<file path="src/rtl/movavg_stream.sv">
// Streaming moving sum / truncated average over the last 2**LOG2N accepted samples.
// A running-sum accumulator (add newest, subtract evicted) keeps adder cost independent of depth.
module movavg_stream #(
    parameter int W     = 64,
    parameter int LOG2N = 2
) (
    input  logic                 clk,
    input  logic                 reset,
    input  logic                 clr,
    input  logic                 in_valid,
    input  logic [W-1:0]         din,
    output logic                 out_valid,
    output logic [W+LOG2N-1:0]   dsum,
    output logic [W-1:0]         davg,
    output logic                 primed,
    output logic [LOG2N:0]       fill
);
    localparam int N  = 1 << LOG2N;
    localparam int SW = W + LOG2N;
    localparam logic [LOG2N:0] FILL_MAX = (LOG2N+1)'(N);

    logic [W-1:0]     hist [N];
    logic [LOG2N-1:0] wptr_reg;
    logic [SW-1:0]    sum_reg, sum_next;
    logic [LOG2N:0]   fill_reg, fill_next;
    logic             out_valid_reg, primed_reg;
    logic             accept;

    assign accept = in_valid & ~clr;

    // Modulo arithmetic: any intermediate wrap cancels, so sum_reg is always the exact window sum.
    always_comb begin
        sum_next  = sum_reg + SW'(din) - SW'(hist[wptr_reg]);
        fill_next = (fill_reg == FILL_MAX) ? fill_reg : fill_reg + (LOG2N+1)'(1);
    end

    generate
        for (genvar gi = 0; gi < N; gi++) begin : g_entry
            logic [W-1:0] entry_reg;
            always_ff @(posedge clk or negedge reset) begin
                if (!reset) begin
                    entry_reg <= '0;
                end else if (clr) begin
                    entry_reg <= '0;
                end else if (in_valid && (wptr_reg == LOG2N'(gi))) begin
                    entry_reg <= din;
                end
            end
            assign hist[gi] = entry_reg;
        end
    endgenerate

    always_ff @(posedge clk or negedge reset) begin
        if (!reset) begin
            sum_reg       <= '0;
            wptr_reg      <= '0;
            fill_reg      <= '0;
            out_valid_reg <= 1'b0;
            primed_reg    <= 1'b0;
        end else if (clr) begin
            sum_reg       <= '0;
            wptr_reg      <= '0;
            fill_reg      <= '0;
            out_valid_reg <= 1'b0;
            primed_reg    <= 1'b0;
        end else if (accept) begin
            sum_reg       <= sum_next;
            wptr_reg      <= wptr_reg + LOG2N'(1);
            fill_reg      <= fill_next;
            out_valid_reg <= 1'b1;
            primed_reg    <= (fill_next == FILL_MAX);
        end else begin
            out_valid_reg <= 1'b0;
        end
    end

    assign out_valid = out_valid_reg;
    assign dsum      = sum_reg;
    assign davg      = sum_reg[SW-1:LOG2N];
    assign primed    = primed_reg;
    assign fill      = fill_reg;
endmodule

</file>
<file path="config.mk">
export PLATFORM = sky130hd
export DESIGN_NAME = movavg_stream
export DESIGN_NICKNAME = d
export VERILOG_FILES = /design/src/rtl/movavg_stream.sv
export SDC_FILE = /design/constraint.sdc
export NUM_CORES = 1
export LEC_CHECK = 0
export BUFFER_PORTS_ARGS = -buffer_cell sky130_fd_sc_hd__buf_2
export CORE_ASPECT_RATIO = 1.5
export CORE_UTILIZATION = 52
export DETAILED_ROUTE_END_ITERATION = 10
export PLACE_DENSITY_LB_ADDON = 0.05
export SYNTH_ARGS = -nofsm -noshare
export SYNTH_HDL_FRONTEND = slang
export SYNTH_SLANG_ARGS = --single-unit
</file>
<file path="constraint.sdc">
create_clock -name clk -period 6.7 [get_ports clk]
set_input_delay 1.34 -clock clk [delete_from_list [all_inputs] [get_ports clk]]
set_output_delay 1.34 -clock clk [all_outputs]
set_load 0.005 [all_outputs]
</file>
* Yosys cells after proc, flatten, opt, wreduce, memory -nomap -nowiden *
Index checks and enable logic that the tools add are counted.

operators by class
  add/sub/neg operators = 4
  $lt $le $gt $ge = 1
  equal/unequal tests = 5
  multiplexer cells = 22
  bitwise operators = 3
  reduce and logical (&&, ||, !) cells = 10

operator list
  cell                 count
  $mux 64              10
  $mux 66              2
  $bmux 64 s2          1
  $add 66x64->66       1
  $sub 66x64->66       1
  $reduce_bool 2->1    5
  $mux 3               3
  $eq 3x3->1 const B   2
  $eq 2x2->1 const B   2
  $logic_and 1x1->1    4
  $mux 1               4
  $mux 2               2
  $add 3x1->3 const B  1
  $ge 3x3->1 const B   1
  $not 2->3            1
  $add 2x1->2 const B  1
  $eq 2x1->1 const B   1
  $logic_not 2->1      1
  $and 1x1->1          1
  $not 1->1            1

word-level totals
  flip-flop bits (word level) = 329
  input bits = 68
  output and inout bits = 135
  word-level logic and storage cells = 54

* Depth between registers and ports, before layout *
  depth after elaboration = 7
  gate-level depth with buffers = 16
  gate-level depth less buffers = 14

* Least setup slack after synthesis *
Ideal clock, no wire load.

  kind = register -> register
  start point = register wptr_reg[0]
  end point = register sum_reg[61], in the netlist dsum[61]
  setup time = 126 ps
  arrival = 4725 ps
  data required time = 6574 ps
  setup slack = 1849 ps
  stages on the path, launching flop included = 15
  buffers on the path = 3
  clock period less this slack = 4851 ps
  path through = dfrtp_1 buf_1 buf_1 mux4_2 fa_1 inv_1 ha_1 clkbuf_1 nand4_1 nor4b_4 a2111oi_4 a2111oi_4 nor2_1 o2111a_1 a311o_1

on the way
  longest elaborated chain between the ends = 7

ends and longest elaborated chain
  item                                         line  source
  start, declared                              23    logic [LOG2N-1:0] wptr_reg;
  start signal, assigned                       68    wptr_reg <= wptr_reg + LOG2N'(1);
  $not 2->3 (not written as such)              33    sum_next = sum_reg + SW'(din) - SW'(hist[wptr_reg]);
  $bmux 64 s2                                  33
  $mux 64 (not written as such) (2 in series)  33
  $sub 66x64->66                               33
  $mux 66                                      66    end else if (accept) begin
  $mux 66                                      60    end else if (clr) begin
  end signal, assigned                         67    sum_reg <= sum_next;
  end, declared                                24    logic [SW-1:0] sum_reg, sum_next;

Every way passes these cells. The select of a mux whose other input is x is not followed.
A chain may end at the register's enable or synchronous reset.

* Final worst setup path *
  start point = register wptr_reg[0]
  end point = register sum_reg[58], in the netlist dsum[58]

Same word-level chain as after synthesis.

==> results.py <==
metrics = {
    "grt": {
        "grt_pass1_wl_mm": 87.8,
        "grt_remaining_overflow": 0,
        "antenna_found_initial": 0,
        "grt_max_degree": 139,
        "grt_usage": 0.281,
        "grt_pass1_vias": 16300,
    },
    "finish": {
        "multi_input_area_sq_mm": 0.0105,
        "ff_latch_area_sq_mm": 0.00824,
        "fillers": 3568,
        "largest_register_ffs": 256,
        "final_util": 0.580,
        "nets": 2513,
        "drive_above_1_share": 0.159,
        "antenna_cells": 0,
        "syn_to_final_growth_pct": 10.1,
    },
    "sta": {
        "setup_ws_ns": 1.53,
        "whs_ns": 0.474,
        "min_period_ns": 5.17,
        "finalHoldViolations": 0,
        "timing.slew.headroom": 0.388,
        "setup_viol": 0,
        "fin_skew_ns": 0.0211,
        "max_freq_ghz": 0.193,
        "rsz0062_at_grt": "false",
        "timing.final.crit_share": 0.772,
        "worst_pin_slew_ns": 0.919,
        "slew_viol_final": 0,
        "final.setup.tns_ns": 0,
    },
    "clock_tree": {
        "cts_root_buf": "clkbuf_16",
        "clkSinkCount": 329,
        "cts_setup_buffers": 0,
        "cts_buffers": 36,
        "cts_tree": "done",
        "htreeDepth": 2,
        "clk_latency_ns": 0.55,
        "cts_hold_buffers": 0,
        "clk_pin_slew_ns": 0.07,
        "clockBufferDepth": 3,
        "post_cts_resized": 0,
    },
    "critical_path": {
        "critPathLaunch": "wptr_reg[0]",
        "crit_fanout": 34,
        "arrival_ns": 5.60,
        "r2r_setup_slack_ns": 1.53,
        "reg2reg_depth": 14,
        "r2r-start": "wptr_reg[0]",
        "cp.required_ns": 7.13,
        "endpoint": "dsum[58]",
        "cp-start-kind": "register",
        "path_class": "register to register",
        "regToRegEndpoint": "dsum[58]",
        "worstSetupEndpointType": "register",
    },
    "floorplan": {
        "start_util": 0.527,
        "die_y_um": 246,
        "ios": 203,
        "die_width_um": 165,
        "rows": 89,
        "core_sq_mm": 0.0393,
        "dieArea_sq_mm": 0.0406,
    },
    "power": {
        "share_comb_of_total_power": 0.524,
        "ir_drop_mv": 0.258,
        "power_frac_clock": 0.211,
        "cellInternalPower_mw": 5.46,
        "p_per_area_mw_per_mm2": 422,
        "p_leak_nw": 11.0,
        "p_sw_mw": 4.16,
        "seqPwrFrac": 0.266,
        "netSwitchingFraction": 0.433,
    },
    "routing": {
        "drtIter0Drc": 889,
        "wl_per_cell_um": 19.2,
        "via_per_inst": 5.58,
        "routed_wl_mm": 54.5,
        "num_vias": 15800,
        "remaining_drc_errors": 0,
        "ant_nets": 0,
        "first_pass_iters": 5,
    },
    "logic_synthesis": {
        "syn-cell-area_sq_mm": 0.0207,
        "ys_seq_area_frac": 0.398,
        "synth_edf_count": 0,
        "synth_cell_type_count": 73,
        "syn_inst": 2238,
        "syn-num-nets": 2442,
        "synth_async_sr_flop_share": 1.00,
        "ys_ff_latch": 329,
        "ys_warn_count": 0,
        "synthFlopType": "dfrtp_1",
        "syn_area_per_cell_sq_um": 9.25,
    },
    "min_path": {
        "hold_path_class": "register to register",
        "hold_depth": 2,
    },
    "placed_design": {
        "gp_congestion": 0.919,
        "pre_cts_slack_ns": 1.52,
        "io_buffers": 202,
        "dp.final_hpwl_mm": 38.8,
    },
    "flow_run": {
        "maxCapViolCount": 0,
    },
    "status": {
        "status": "finished, final reports clean",
    },
}
## power by group through the flow
stage	clock network, mW	registers, mW	logic, mW
floorplan	0	2.48	3.83
global placement	0	2.59	4.97
detailed placement	0	2.59	4.99
CTS	2.07	2.56	5.02
global route	2.14	2.60	5.61
finish	2.03	2.56	5.04
## critical path, stage by stage, from the launching register on
cell,delay [ns]
dfrtp_4,0.71
buf_12,0.37
mux4_2,0.56
fa_1,0.50
inv_1,0.04
ha_1,0.37
a21o_1,0.22
o21bai_1,0.20
a221oi_1,0.43
o21ai_0,0.18
nor2_1,0.42
o211ai_2,0.21
a41oi_1,0.41
o21ai_0,0.13
a221o_1,0.30
## cell usage in the layout, fill, tap and decap left out, types with 37 or more instances in the layout
cell type and n:
nand2b_1 77, dfrtp_1 327, ha_1 72, mux4_2 64, mux2i_1 39, a21oi_1 93, nand2_1 325, buf_2 199
clkbuf_16 37, inv_1 280, o21ai_0 303, nor2_1 98, fa_1 64
## per-stage QoR
step                instances  cell area (sq um)  total power, mW
finish                   2833              22800             9.62
CTS                      2833              22800             9.65
global route             2833              22800             10.3
detailed placement       2771              21600             7.58
global placement         2771              21600             7.56
floorplan                2238              20700             6.31
## cell usage after synthesis, types with 3 or more instances
| library cell | count | area share |
|---|---|---|
| a211oi_1 | 10 | 0.0036 |
| a21o_1 | 32 | 0.012 |
| a21oi_1 | 97 | 0.023 |
| a21oi_2 | 4 | 0.0017 |
| a221oi_1 | 3 | 0.0013 |
| a311o_1 | 3 | 0.0015 |
| a31oi_1 | 4 | 0.0012 |
| a41oi_1 | 3 | 0.0013 |
| and2_1 | 4 | 0.0012 |
| and3_1 | 7 | 0.0021 |
| buf_1 | 23 | 0.0042 |
| buf_2 | 9 | 0.0022 |
| buf_4 | 65 | 0.024 |
| clkbuf_1 | 88 | 0.016 |
| dfrtp_1 | 329 | 0.40 |
| fa_1 | 64 | 0.062 |
| ha_1 | 72 | 0.044 |
| inv_1 | 280 | 0.051 |
| mux2_2 | 3 | 0.0016 |
| mux2i_1 | 39 | 0.019 |
| mux4_2 | 64 | 0.070 |
| nand2_1 | 325 | 0.059 |
| nand2b_1 | 77 | 0.023 |
| nand3_1 | 21 | 0.0051 |
| nand3b_1 | 6 | 0.0022 |
| nand4_1 | 25 | 0.0076 |
| nor2_1 | 98 | 0.018 |
| nor2b_1 | 4 | 0.0012 |
| nor3_1 | 16 | 0.0039 |
| nor4_1 | 4 | 0.0012 |
| o2111a_1 | 4 | 0.0022 |
| o211ai_1 | 11 | 0.0040 |
| o21a_1 | 12 | 0.0044 |
| o21ai_0 | 303 | 0.073 |
| o21ai_1 | 8 | 0.0019 |
| o21bai_1 | 17 | 0.0062 |
| o22ai_1 | 3 | 0.00091 |
| o31ai_1 | 4 | 0.0015 |
| or3_1 | 6 | 0.0018 |
| xnor2_1 | 32 | 0.014 |
| xor2_1 | 14 | 0.0059 |
## area by class of cell
class | instances | area share
timing repair buffer | 220 | 0.0526
sequential | 329 | 0.361
clock inverter | 13 | 0.00593
tap | 500 | 0.0274
clock buffer | 49 | 0.0461
inverter | 280 | 0.0461
multi-input combinational | 1442 | 0.460
## logic make-up after synthesis
group,Yosys count,share of synthesized area
compound gates,549,0.158
xor+xnor,46,0.0195
fa+ha+maj,136,0.105
buf+inv,467,0.0977
flops,329,0.398
mux,106,0.0901
simple gates,605,0.132
## worst min path at each step
stage                                   from                        to  slack, ns
finish              g_entry[1].entry_reg[58]  g_entry[1].entry_reg[58]       0.47
global route        g_entry[2].entry_reg[41]  g_entry[2].entry_reg[41]       0.49
CTS                  g_entry[3].entry_reg[1]   g_entry[3].entry_reg[1]       0.48
detailed placement  g_entry[2].entry_reg[33]  g_entry[2].entry_reg[33]       0.47
global placement    g_entry[0].entry_reg[39]  g_entry[0].entry_reg[39]       0.46
floorplan            g_entry[2].entry_reg[0]   g_entry[2].entry_reg[0]       0.44
## layer usage
layer | GRT usage | wire (um) | vias to the layer above
met1 | 0.348 | 22100 | 7699
met3 | 0.0256 | 2140 | 98
li1 | - | - | 7566
met4 | 0.103 | 1910 | 0
met5 | 0 | 0 | -
met2 | 0.503 | 28400 | 432
No activity file was read; power rests on OpenSTA's default activity.
